`src/rtl/insn_fetch_ctrl.sv`:
```
// Instruction-fetch sequencer: owns the fetch PC, keeps at most one word read
// outstanding to instruction memory and queues returned words for the core.
module insn_fetch_ctrl #(
  parameter int          DEPTH    = 4,
  parameter logic [31:0] RESET_PC = 32'h0000_0000
) (
  input  logic        clk,
  input  logic        rst,
  output logic        mem_req,
  output logic [31:0] mem_addr,
  input  logic        mem_ack,
  input  logic [31:0] mem_rdata,
  output logic [31:0] InsR,
  output logic [31:0] ins_pc,
  output logic        ins_valid,
  input  logic        ins_ready,
  input  logic        redirect_valid,
  input  logic [31:0] redirect_pc,
  output logic [1:0]  dbg_state
);
  localparam int               PTR_W      = $clog2(DEPTH);
  localparam int               CNT_W      = PTR_W + 1;
  localparam logic [CNT_W-1:0] DEPTH_C    = CNT_W'(DEPTH);
  localparam logic [31:0]      RESET_PC_W = RESET_PC & ~32'h3;

  // DRAIN: a redirect arrived while a read was in flight; the old request is
  // held until its ack, and that word is thrown away.
  typedef enum logic [1:0] {
    IDLE  = 2'd0,
    REQ   = 2'd1,
    DRAIN = 2'd2
  } state_t;

  state_t           state_q, state_d;
  logic [31:0]      fetch_pc_q, fetch_pc_d;
  logic [31:0]      drain_addr_q, drain_addr_d;
  logic [PTR_W-1:0] wr_ptr_q, wr_ptr_d;
  logic [PTR_W-1:0] rd_ptr_q, rd_ptr_d;
  logic [CNT_W-1:0] count_q, count_d;
  logic [CNT_W-1:0] count_ack;
  logic [31:0]      data_q    [DEPTH];
  logic [31:0]      fifo_pc_q [DEPTH];
  logic             push;
  logic             pop;
  logic [31:0]      redirect_word;

  // Handshakes: mem_req stays high with a stable mem_addr until the one-cycle
  // mem_ack completes it; the head entry leaves on ins_valid && ins_ready,
  // except in a redirect cycle, where the whole FIFO is flushed instead.
  assign redirect_word = redirect_pc & ~32'h3;
  assign pop           = ins_valid & ins_ready & ~redirect_valid;
  assign count_ack     = count_q + CNT_W'(1) - CNT_W'(pop);

  always_comb begin
    state_d      = state_q;
    fetch_pc_d   = fetch_pc_q;
    drain_addr_d = drain_addr_q;
    push         = 1'b0;
    case (state_q)
      IDLE: begin
        if (redirect_valid) begin
          fetch_pc_d = redirect_word;
          state_d    = REQ;
        end else if (count_q < DEPTH_C) begin
          state_d = REQ;
        end
      end
      REQ: begin
        if (redirect_valid) begin
          fetch_pc_d = redirect_word;
          if (!mem_ack) begin
            state_d      = DRAIN;
            drain_addr_d = fetch_pc_q;
          end
        end else if (mem_ack) begin
          push       = 1'b1;
          fetch_pc_d = fetch_pc_q + 32'd4;
          state_d    = (count_ack < DEPTH_C) ? REQ : IDLE;
        end
      end
      DRAIN: begin
        if (redirect_valid) fetch_pc_d = redirect_word;
        if (mem_ack) state_d = REQ;
      end
      default: state_d = IDLE;
    endcase
  end

  always_comb begin
    wr_ptr_d = '0;
    rd_ptr_d = '0;
    count_d  = '0;
    if (!redirect_valid) begin
      wr_ptr_d = wr_ptr_q + PTR_W'(push);
      rd_ptr_d = rd_ptr_q + PTR_W'(pop);
      count_d  = count_q + CNT_W'(push) - CNT_W'(pop);
    end
  end

  always_ff @(posedge clk) begin
    if (rst) begin
      state_q      <= IDLE;
      fetch_pc_q   <= RESET_PC_W;
      drain_addr_q <= RESET_PC_W;
      wr_ptr_q     <= '0;
      rd_ptr_q     <= '0;
      count_q      <= '0;
    end else begin
      state_q      <= state_d;
      fetch_pc_q   <= fetch_pc_d;
      drain_addr_q <= drain_addr_d;
      wr_ptr_q     <= wr_ptr_d;
      rd_ptr_q     <= rd_ptr_d;
      count_q      <= count_d;
    end
  end

  always_ff @(posedge clk) begin
    if (push) begin
      data_q[wr_ptr_q]    <= mem_rdata;
      fifo_pc_q[wr_ptr_q] <= fetch_pc_q;
    end
  end

  assign mem_req   = (state_q != IDLE);
  assign mem_addr  = (state_q == DRAIN) ? drain_addr_q : fetch_pc_q;
  assign ins_valid = (count_q != '0);
  assign InsR      = ins_valid ? data_q[rd_ptr_q] : 32'h0;
  assign ins_pc    = ins_valid ? fifo_pc_q[rd_ptr_q] : 32'h0;
  assign dbg_state = state_q;

endmodule

```
`config.mk`:
```
export PLATFORM = sky130hd
export DESIGN_NAME = insn_fetch_ctrl
export DESIGN_NICKNAME = d
export VERILOG_FILES = /design/src/rtl/insn_fetch_ctrl.sv
export SDC_FILE = /design/constraint.sdc
export NUM_CORES = 1
export LEC_CHECK = 0
export ABC_AREA = 0
export BUFFER_PORTS_ARGS = -buffer_cell sky130_fd_sc_hd__buf_2
export CAP_MARGIN = 25
export CORE_AREA = 2 2 169 171
export CTS_CLUSTER_SIZE = 30
export DETAILED_ROUTE_END_ITERATION = 10
export DIE_AREA = 0 0 171 173
export PLACE_DENSITY = 0.76
export SYNTH_ARGS = -nofsm -noshare
export SYNTH_HDL_FRONTEND = slang
export SYNTH_SLANG_ARGS = --single-unit
```
`constraint.sdc`:
```
create_clock -name clk -period 23.5 [get_ports clk]
set_clock_uncertainty 0.2 [all_clocks]
set_input_delay 4.7 -clock clk [delete_from_list [all_inputs] [get_ports clk]]
set_output_delay 4.7 -clock clk [all_outputs]
set_load 0.05 [all_outputs]
```
==> results of run 1 <==
[cells by family after synthesis]
group                    share of synthesized area
flip-flops                                   0.672
AND/OR/NAND/NOR                              0.108
AO/OA/AOI/OAI                               0.0554
multiplexers                                 0.133
buffers and inverters                       0.0217
adder cells (fa/ha/maj)                    0.00629
XOR/XNOR                                   0.00333
other                                     0.000286
[path summary, 6_finish.rpt]
check	end	slack (ns)	cells after the start
setup / recovery	ins_pc[16]	15.66	4
hold / removal	drain_addr_q[21]	0.25	2
setup reg to reg	data_q[1][10]	19.88	6
hold reg to reg	drain_addr_q[21]	0.25	2
[critical path, cell delays in order (launching register included)]
cell	delay, ns
dfxtp_4	0.59
buf_4	0.80
mux4_2	0.61
nor2b_1	0.14
buf_2	0.23
[sequential cells by signal, summed over array words and instances, names as in the netlist]
name          count
data_q          128
dbg_state         2
fetch_pc_q       30
drain_addr_q     30
wr_ptr_q          2
fifo_pc_q       120
rd_ptr_q          2
count_q           3
[power groups by stage]
stage	Clock [W]	Sequential [W]	Combinational [W]
2_1_floorplan	0	0.000638	0.0000687
3_3_place_gp	0	0.000644	0.0000911
3_5_place_dp	0	0.000645	0.0000929
4_1_cts	0.000548	0.000633	0.0000933
5_1_grt	0.000568	0.000635	0.0000991
6_report	0.000536	0.000633	0.0000927
[layer usage]
| metal | part of all wire | wire, microns |
|---|---|---|
| met2 | 0.47 | 13400 |
| met3 | 0.064 | 1810 |
| met4 | 0.024 | 673 |
| met1 | 0.44 | 12300 |
| met5 | 0 | 0 |
[metrics by stage]
stage	hold WS [ns]	area, sq um
3_3_place_gp	0.238	14300
3_5_place_dp	0.244	14300
4_1_cts	0.254	15500
6_report	0.252	15500
2_1_floorplan	0.233	13100
5_1_grt	0.272	15500
[cell usage in the layout, fill, tap and decap left out, drive strengths merged, types with 3 or more instances in the layout]
cell      n
dfxtp    69
nand3    15
a31o      4
nand4     7
or3       5
and3     10
a31oi     7
a32oi     3
nor3b     4
xnor2     5
a211oi    5
conb      4
a22oi     5
ha        5
bufinv    4
nand2b    4
or4       6
nor2b    69
a21oi    57
clkinv   12
clkbuf   44
edfxtp  248
inv       6
buf     174
and2      6
o21ai    13
a21o      4
mux4     62
mux2     30
nor2     33
nor3     13
nor4      8
a311oi    3
nand2    84
[final cells by class]
type                            count  area [sq um]
Multi-Input combinational cell    494          4070
Clock buffer                       44           952
Fill cell                        2236         12200
Clock inverter                     17           184
Inverter                            6          22.5
Tap cell                          378           473
Timing Repair Buffer              174           921
Sequential cell                   317          8840
==> results.toml, run 1 <==
[route]
dr.pass1.iters = 5
remaining_drc_errors = 0
drt_iter0_drc = 655
wl_mm = 28.2
vias = 7965
wl_per_cell_microns = 19.7
antenna_left = 0
viasPerCell = 5.57

[synth]
yosysMostFrequentCell = "edfxtp_1"
synth_edf_count = 248
syn_area_sq_um = 13100
seq_area_frac_synth = 0.672
ys_ff_latch = 317
synthCells = 875
syn_area_per_cell_sq_um = 15.0
netlist_top_cells_count = "248 x edfxtp_1, 84 x nand2_1, 69 x dfxtp_1, 69 x nor2b_1, 62 x mux4_2"
async_reset_ff_frac = 0
yosys.area.top_type = "edfxtp_1"
synthTopCellsByArea = "edfxtp_1 57%, mux4_2 11%, dfxtp_1 11%, nor2b_1 3.3%, mux2_2 2.6%"
synth.distinct_cells = 60
ys.flop_type = "edfxtp_1"
yosys_warnings = 0
synth_top_area_share = 0.567

[global_route]
met3_usage = 0.0330
use_met2 = 0.303
grt_start_max_net_pins = 69
grt_usage = 0.189
grt_busiest_layer = "met2"
antenna_found_initial = 0
grt-ovfl-total = 0
grt_pass1_wl_mm = 43.5
grt.met1_usage = 0.262
grt_pass1_vias = 7844

[timing]
hold_viol = 0
slew_headroom = 0.290
setup_viol = 0
timing.fmax_ghz = 0.128
finalCritPeriodShare = 0.333
drv_slew = 0
tns_ns = 0
period_needed_ns = 7.84
rsz0062_at_grt = "false"
worst_pin_slew_ns = 1.06
layout_setup_ws_ns = 15.66

[pwr]
power_density_nw_per_um2 = 81.7
p_leak_nw = 5.38
swShare = 0.227
p_int_w = 0.000976
p_sw_w = 0.000286
pwr-share-comb = 0.073
seq_power_share = 0.502
total_power_w = 0.00126
clkPwrFrac = 0.425
peakVddDrop_v = 0.0000614

[clock_tree]
cts_buffer_depth = 3
cts_hold_buf = 0
numClockSinks = 317
cts-resized-gates = 0
clk_pin_slew_ns = 0.06
tritoncts = "yes"
cts_setup_buffers = 0
ctsHtreeMaxLevel = 2
clockRootBuffer = "clkbuf_16"
cts_buffers = 34
clkLatencyLatePin_ns = 0.51

[worst_setup_path]
crit_required_ns = 18.60
worstPathArrival_ns = 2.94
r2r_start = "dbg_state[0]"
crit_path_start_kind = "flip-flop"
crit_path_end_kind = "output port"
cp-startpoint = "rd_ptr_q[0]"
path_max_fanout = 45
crit_type = "reg2out"

[die]
die_area_sq_um = 29600
core_area_sq_um = 27600
boundaryPins = 169
dieWidth_microns = 171
dieHeight_microns = 173
rows = 61
initial_core_util = 0.475

[placement]
gp_congestion = 0.797
dp_slack_ns = 15.45
dp_hpwl_mm = 17.1
placedCellCount = 1369
io_buffers = 162

[cells_and_area]
layout.cells.non_filler = 1430
antenna_cells = 0
syn2layout_area_growth_pct = 17.7
fin_nets = 1102
drive_gt1_frac = 0.316
final_util = 0.559

[worst_hold_path]
hold_path.class = "reg2reg"
hold_path_startpoint = "drain_addr_q[21]"

[run]
cap_violations = 0

[run_status]
status = "completed"
No activity file was read; power rests on OpenSTA's default activity.
==> run 2, diff against run 1 <==
- PLACE_DENSITY: 0.76 -> 0.79
- clock period: 23.5 -> 7.05 ns (I/O delays scaled with it)
==> run 2 against run 1 <==
Compared with the run above: clock power increased to 3.3 times the previous value; sequential cell count unchanged; power rose to 3.3 times the previous value; highest routed layer unchanged.
==> results.toml, run 2 (synthesis gave the netlist of run 1 again) <==
[pwr]
p_sw_w = 0.000960
peakVddDrop_v = 0.000182
clkPwrFrac = 0.425
seq_power_share = 0.500
p_int_w = 0.00326
p_leak_nw = 5.43
pwr-share-comb = 0.075
power_density_nw_per_um2 = 271
swShare = 0.228

[worst_setup_path]
crit_path_top_delay_cell = "dfxtp_4"
path_delay_family = "buffers and inverters"
path_max_fanout = 29
worstPathArrival_ns = 2.79
crit_required_ns = 5.44
crit_chain = "buf_16 > buf_4 > mux4_2 > nor2b_1 > buf_2"
crit_path_end_kind = "output port"
max_stage_delay_ns = 0.58
crit_path_start_kind = "flip-flop"
path_buf_inv = 3
crit_type = "reg2out"

[timing]
finalCritPeriodShare = 0.624
worst_pin_slew_ns = 1.04
tns_ns = 0
drv_slew = 0
period_needed_ns = 4.40
rsz0062_at_grt = "false"
hold_viol = 0
slew_headroom = 0.307
timing.fmax_ghz = 0.227
setup_viol = 0

[cells_and_area]
n_fill_cell = 2154
top_register = "data_q"
syn2layout_area_growth_pct = 18.5
mostFrequentLayoutCells = "248 x edfxtp_1, 162 x buf_2, 84 x nand2_1"
final_common_cell = "edfxtp_1"
largest_reg_flops = 128
drive_gt1_frac = 0.320
layout.cells.non_filler = 1436
fin_nets = 1107
antenna_cells = 0
reg_top3 = "data_q: 128 flops, fifo_pc_q: 120 flops"

[placement]
gp_congestion = 0.831
dp_hpwl_mm = 17.8
placedCellCount = 1371
io_buffers = 162

[route]
dr.pass1.iters = 6
wl_mm = 29.3
wl_per_cell_microns = 20.4
viasPerCell = 5.62
remaining_drc_errors = 0
drt_iter0_drc = 763
vias = 8068
antenna_left = 0

[clock_tree]
clk_pin_slew_ns = 0.06
cts_buffers = 34
numClockSinks = 317
cts_setup_buffers = 0
tritoncts = "yes"
clockRootBuffer = "clkbuf_16"
cts_buffer_depth = 3
cts-resized-gates = 0
clkLatencyLatePin_ns = 0.50
cts_hold_buf = 0
ctsHtreeMaxLevel = 2

[global_route]
grt_pass1_wl_mm = 45.3
antenna_found_initial = 0
grt-ovfl-total = 0
grt_pass1_vias = 7918
grt_usage = 0.200
grt_start_max_net_pins = 69

[worst_hold_path]
hold_path.class = "reg2reg"

[run]
cap_violations = 0

[run_status]
status = "completed"

[die]
die_area_sq_um = 29600
boundaryPins = 169
dieWidth_microns = 171
initial_core_util = 0.475
rows = 61
core_area_sq_um = 27600
dieHeight_microns = 173
==> run 2: path summary, 6_finish.rpt <==
| kind | from | to | slack, ns | cells past startpoint |
|---|---|---|---|---|
| worst max-delay path | rd_ptr_q[0] | InsR[12] | 2.65 | 5 |
| worst min-delay path | drain_addr_q[3] | drain_addr_q[3] | 0.25 | 2 |
| worst min register to register | drain_addr_q[3] | drain_addr_q[3] | 0.25 | 2 |
| worst max register to register | dbg_state[0] | data_q[2][24] | 3.39 | 6 |
==> run 2: cell type report <==
| cell class | instances | area [sq um] | area share |
|---|---|---|---|
| tap | 378 | 473 | 0.0304 |
| clock inverter | 18 | 184 | 0.0118 |
| clock buffer | 44 | 952 | 0.0612 |
| multi-input combinational | 494 | 4080 | 0.262 |
| inverter | 6 | 22.5 | 0.00145 |
| sequential | 317 | 8840 | 0.568 |
| timing repair buffer | 179 | 1020 | 0.0654 |
==> run 2: worst reg2reg max path: cells and delay by family (launching register included) <==
| family | cells | cell delay (ns) |
|---|---|---|
| DFF | 1 | 0.55 |
| and+or+nand+nor | 2 | 0.88 |
| AOI/OAI and AO/OA | 2 | 0.63 |
| buffers and inverters | 2 | 0.95 |
==> run 2: layer usage <==
| metal | global-route usage | vias up | wire length (microns) |
|---|---|---|---|
| met1 | 0.274 | 4011 | 12300 |
| li1 | - | 3664 | - |
| met2 | 0.322 | 330 | 13900 |
| met3 | 0.0371 | 63 | 2230 |
| met5 | 0 | - | 0 |
| met4 | 0.0674 | 0 | 866 |
==> run 2: stage by stage <==
step           hold WS [ns]  power [W]  setup slack, ns   util  instance area [sq um]
3_5_place_dp          0.243    0.00246             2.34  0.519                  14400
2_1_floorplan         0.233    0.00236             1.67      -                  13200
5_1_grt               0.274    0.00436             2.45  0.563                  15600
6_report              0.250    0.00422             2.65  0.563                  15600
4_1_cts               0.252    0.00425             2.33  0.561                  15500
3_3_place_gp          0.238    0.00245             2.34  0.518                  14300
==> run 2: power groups by stage <==
stage / sequential, W / clock [W] / combinational, W
5_1_grt: 0.00211 / 0.00191 / 0.000338
3_5_place_dp: 0.00215 / 0 / 0.000315
6_report: 0.00211 / 0.00179 / 0.000317
4_1_cts: 0.00211 / 0.00183 / 0.000317
2_1_floorplan: 0.00213 / 0 / 0.000229
3_3_place_gp: 0.00214 / 0 / 0.000308
==> run 3, diff against run 2 <==
- ABC_AREA: 0 -> 1
- CORE_AREA: 2 2 169 171 -> 2 2 171 173
- DIE_AREA: 0 0 171 173 -> 0 0 173 175
- PLACE_DENSITY: 0.79 -> 0.76
- clock period: 7.05 -> 4.2 ns (I/O delays scaled with it)
==> run 3 against run 2 <==
Compared with the run above: power up 72%; largest power group unchanged; sequential share of layout area down 1.2 points; clock power up 74%; die area up 2.3%.
==> results.toml, run 3 <==
[pwr]
power_density_nw_per_um2 = 456
peakVddDrop_v = 0.000363
clkPwrFrac = 0.430
pwr-share-comb = 0.079
seq_power_share = 0.491
swShare = 0.236
p_leak_nw = 5.96
p_sw_w = 0.00171
p_int_w = 0.00554

[cells_and_area]
syn2layout_area_growth_pct = 17.9
reg_top3 = "data_q: 128 flops, fifo_pc_q: 120 flops"
top_register = "data_q"
final_cell_area_sq_um = 15900
final_common_cell = "nor2_1"
drive_gt1_frac = 0.160
largest_reg_flops = 128
fin_nets = 1606
mostFrequentLayoutCells = "354 x nor2_1, 248 x edfxtp_1, 202 x nand2_1"

[worst_setup_path]
path_delay_family = "buffers and inverters"
cp-startpoint = "rd_ptr_q[0]"
crit_path_end_kind = "output port"
crit_required_ns = 3.16
crit_path_start_kind = "flip-flop"
crit_type = "reg2out"
path_max_fanout = 115
cpMostUsedCell = "nor2_1"
max_stage_delay_ns = 0.44
r2r_start = "count_q[2]"
worstPathArrival_ns = 2.39
crit_path_top_delay_cell = "dfxtp_4"
r2r_setup_slack_ns = 1.53
path_buf_inv = 2
crit_chain = "buf_12 > nor2_1 > nor2_1 > o21ai_0 > a21oi_1 > buf_2"

[global_route]
antenna_found_initial = 0
grt-ovfl-total = 0
grt_pass1_wl_mm = 50.6
grt_start_max_net_pins = 116
grt_pass1_vias = 9659
grt_usage = 0.211

[clock_tree]
cts_hold_buf = 0
cts_setup_buffers = 0
cts_buffers = 34
tritoncts = "yes"
numClockSinks = 317
cts-resized-gates = 0
clkLatencyLatePin_ns = 0.51
clk_pin_slew_ns = 0.06
ctsHtreeMaxLevel = 2
cts_buffer_depth = 3
clockRootBuffer = "clkbuf_16"

[timing]
period_needed_ns = 3.43
worst_pin_slew_ns = 0.855
slew_headroom = 0.429
setup_viol = 0
finalCritPeriodShare = 0.817
layout_setup_ws_ns = 0.768
hold_viol = 0
rsz0062_at_grt = "false"
timing.fmax_ghz = 0.291
drv_slew = 0
whs_ns = 0.323

[worst_hold_path]
hold_path.class = "reg2reg"
hold_path_startpoint = "drain_addr_q[8]"

[synth]
netlist_top_cells_count = "355 x nor2_1, 248 x edfxtp_1, 202 x nand2_1, 201 x o21ai_0, 116 x a21oi_1"
synth_top_area_share = 0.553
synthTopCellsByArea = "edfxtp_1 55%, dfxtp_1 10%, nor2_1 9.9%, o21ai_0 7.5%, nand2_1 5.6%"
syn_area_sq_um = 13500
async_reset_ff_frac = 0
synthCells = 1391
ys.flop_type = "edfxtp_1"
yosys.area.top_type = "edfxtp_1"
yosysMostFrequentCell = "nor2_1"
yosys_warnings = 0
seq_area_frac_synth = 0.655
syn_area_per_cell_sq_um = 9.69
ys_ff_latch = 317
synth.distinct_cells = 30
synth_edf_count = 248

[run_status]
status = "completed"

[placement]
gp_congestion = 0.882
placed_cell_area_sq_um = 14700
dp_slack_ns = 1.24
dp_hpwl_mm = 18.8
io_buffers = 162

[die]
boundaryPins = 169
rows = 62
dieWidth_microns = 173
initial_core_util = 0.475
core_area_sq_um = 28400
die_area_sq_um = 30300
dieHeight_microns = 175

[route]
wl_per_cell_microns = 16.8
wl_mm = 32.7
antenna_left = 0
dr.pass1.iters = 5
remaining_drc_errors = 0
viasPerCell = 5.36
vias = 10409
drt_iter0_drc = 851

[run]
cap_violations = 0
## run 3: power by group through the flow
stage / registers (W) / logic (W) / clock network, W
finish: 0.00356 / 0.000573 / 0.00311
global route: 0.00357 / 0.000625 / 0.00329
detailed placement: 0.00363 / 0.000566 / 0
CTS: 0.00356 / 0.000571 / 0.00316
floorplan: 0.00360 / 0.000403 / 0
global placement: 0.00362 / 0.000559 / 0
## run 3: stage by stage
stage / setup TNS (ns) / total power [W] / std cells / utilization
floorplan: -464.06 / 0.00400 / 1394 / -
global placement: 0 / 0.00418 / 1879 / 0.518
detailed placement: 0 / 0.00419 / 1879 / 0.518
CTS: 0 / 0.00729 / 1941 / 0.559
global route: 0 / 0.00748 / 1941 / 0.559
finish: 0 / 0.00725 / 1942 / 0.560
## run 3: area by class of cell
type | instances | area, sq um
clock inverters | 18 | 233
flip-flops and latches | 317 | 8830
fillers | 2443 | 12500
clock buffers | 44 | 952
repair buffers | 179 | 1030
diodes | 1 | 2.50
multi-input cells | 942 | 4150
well taps | 384 | 480
inverters | 57 | 214
## run 3: cells by family after synthesis
family	after synthesis	synth area share
buf+inv	135	0.0402
other cells	1	0.000278
fa+ha+maj	6	0.00613
compound gates	329	0.124
xor+xnor	5	0.00325
simple gates	598	0.171
flops	317	0.655
## run 3: worst register-to-register path: stages (launching register included)
cell and delay (ns):
dfxtp_1 0.38, nor3_4 0.22, buf_12 0.35, nor2_1 0.13, ha_1 0.29, inv_1 0.04
ha_1 0.18, fa_1 0.38, xnor2_1 0.18, xor2_1 0.16, nor2_1 0.05
## run 3: final timing paths
check                    endpoint  cells past startpoint
hold reg to reg   drain_addr_q[8]                      2
hold / removal    drain_addr_q[8]                      2
setup / recovery       ins_pc[14]                      6
setup reg to reg       count_q[2]                     10
## run 3: layer usage
layer  part of all wire  GRT usage
met1               0.43      0.287
met2               0.46      0.350
met3              0.085     0.0333
met4              0.022     0.0657
met5                  0          0
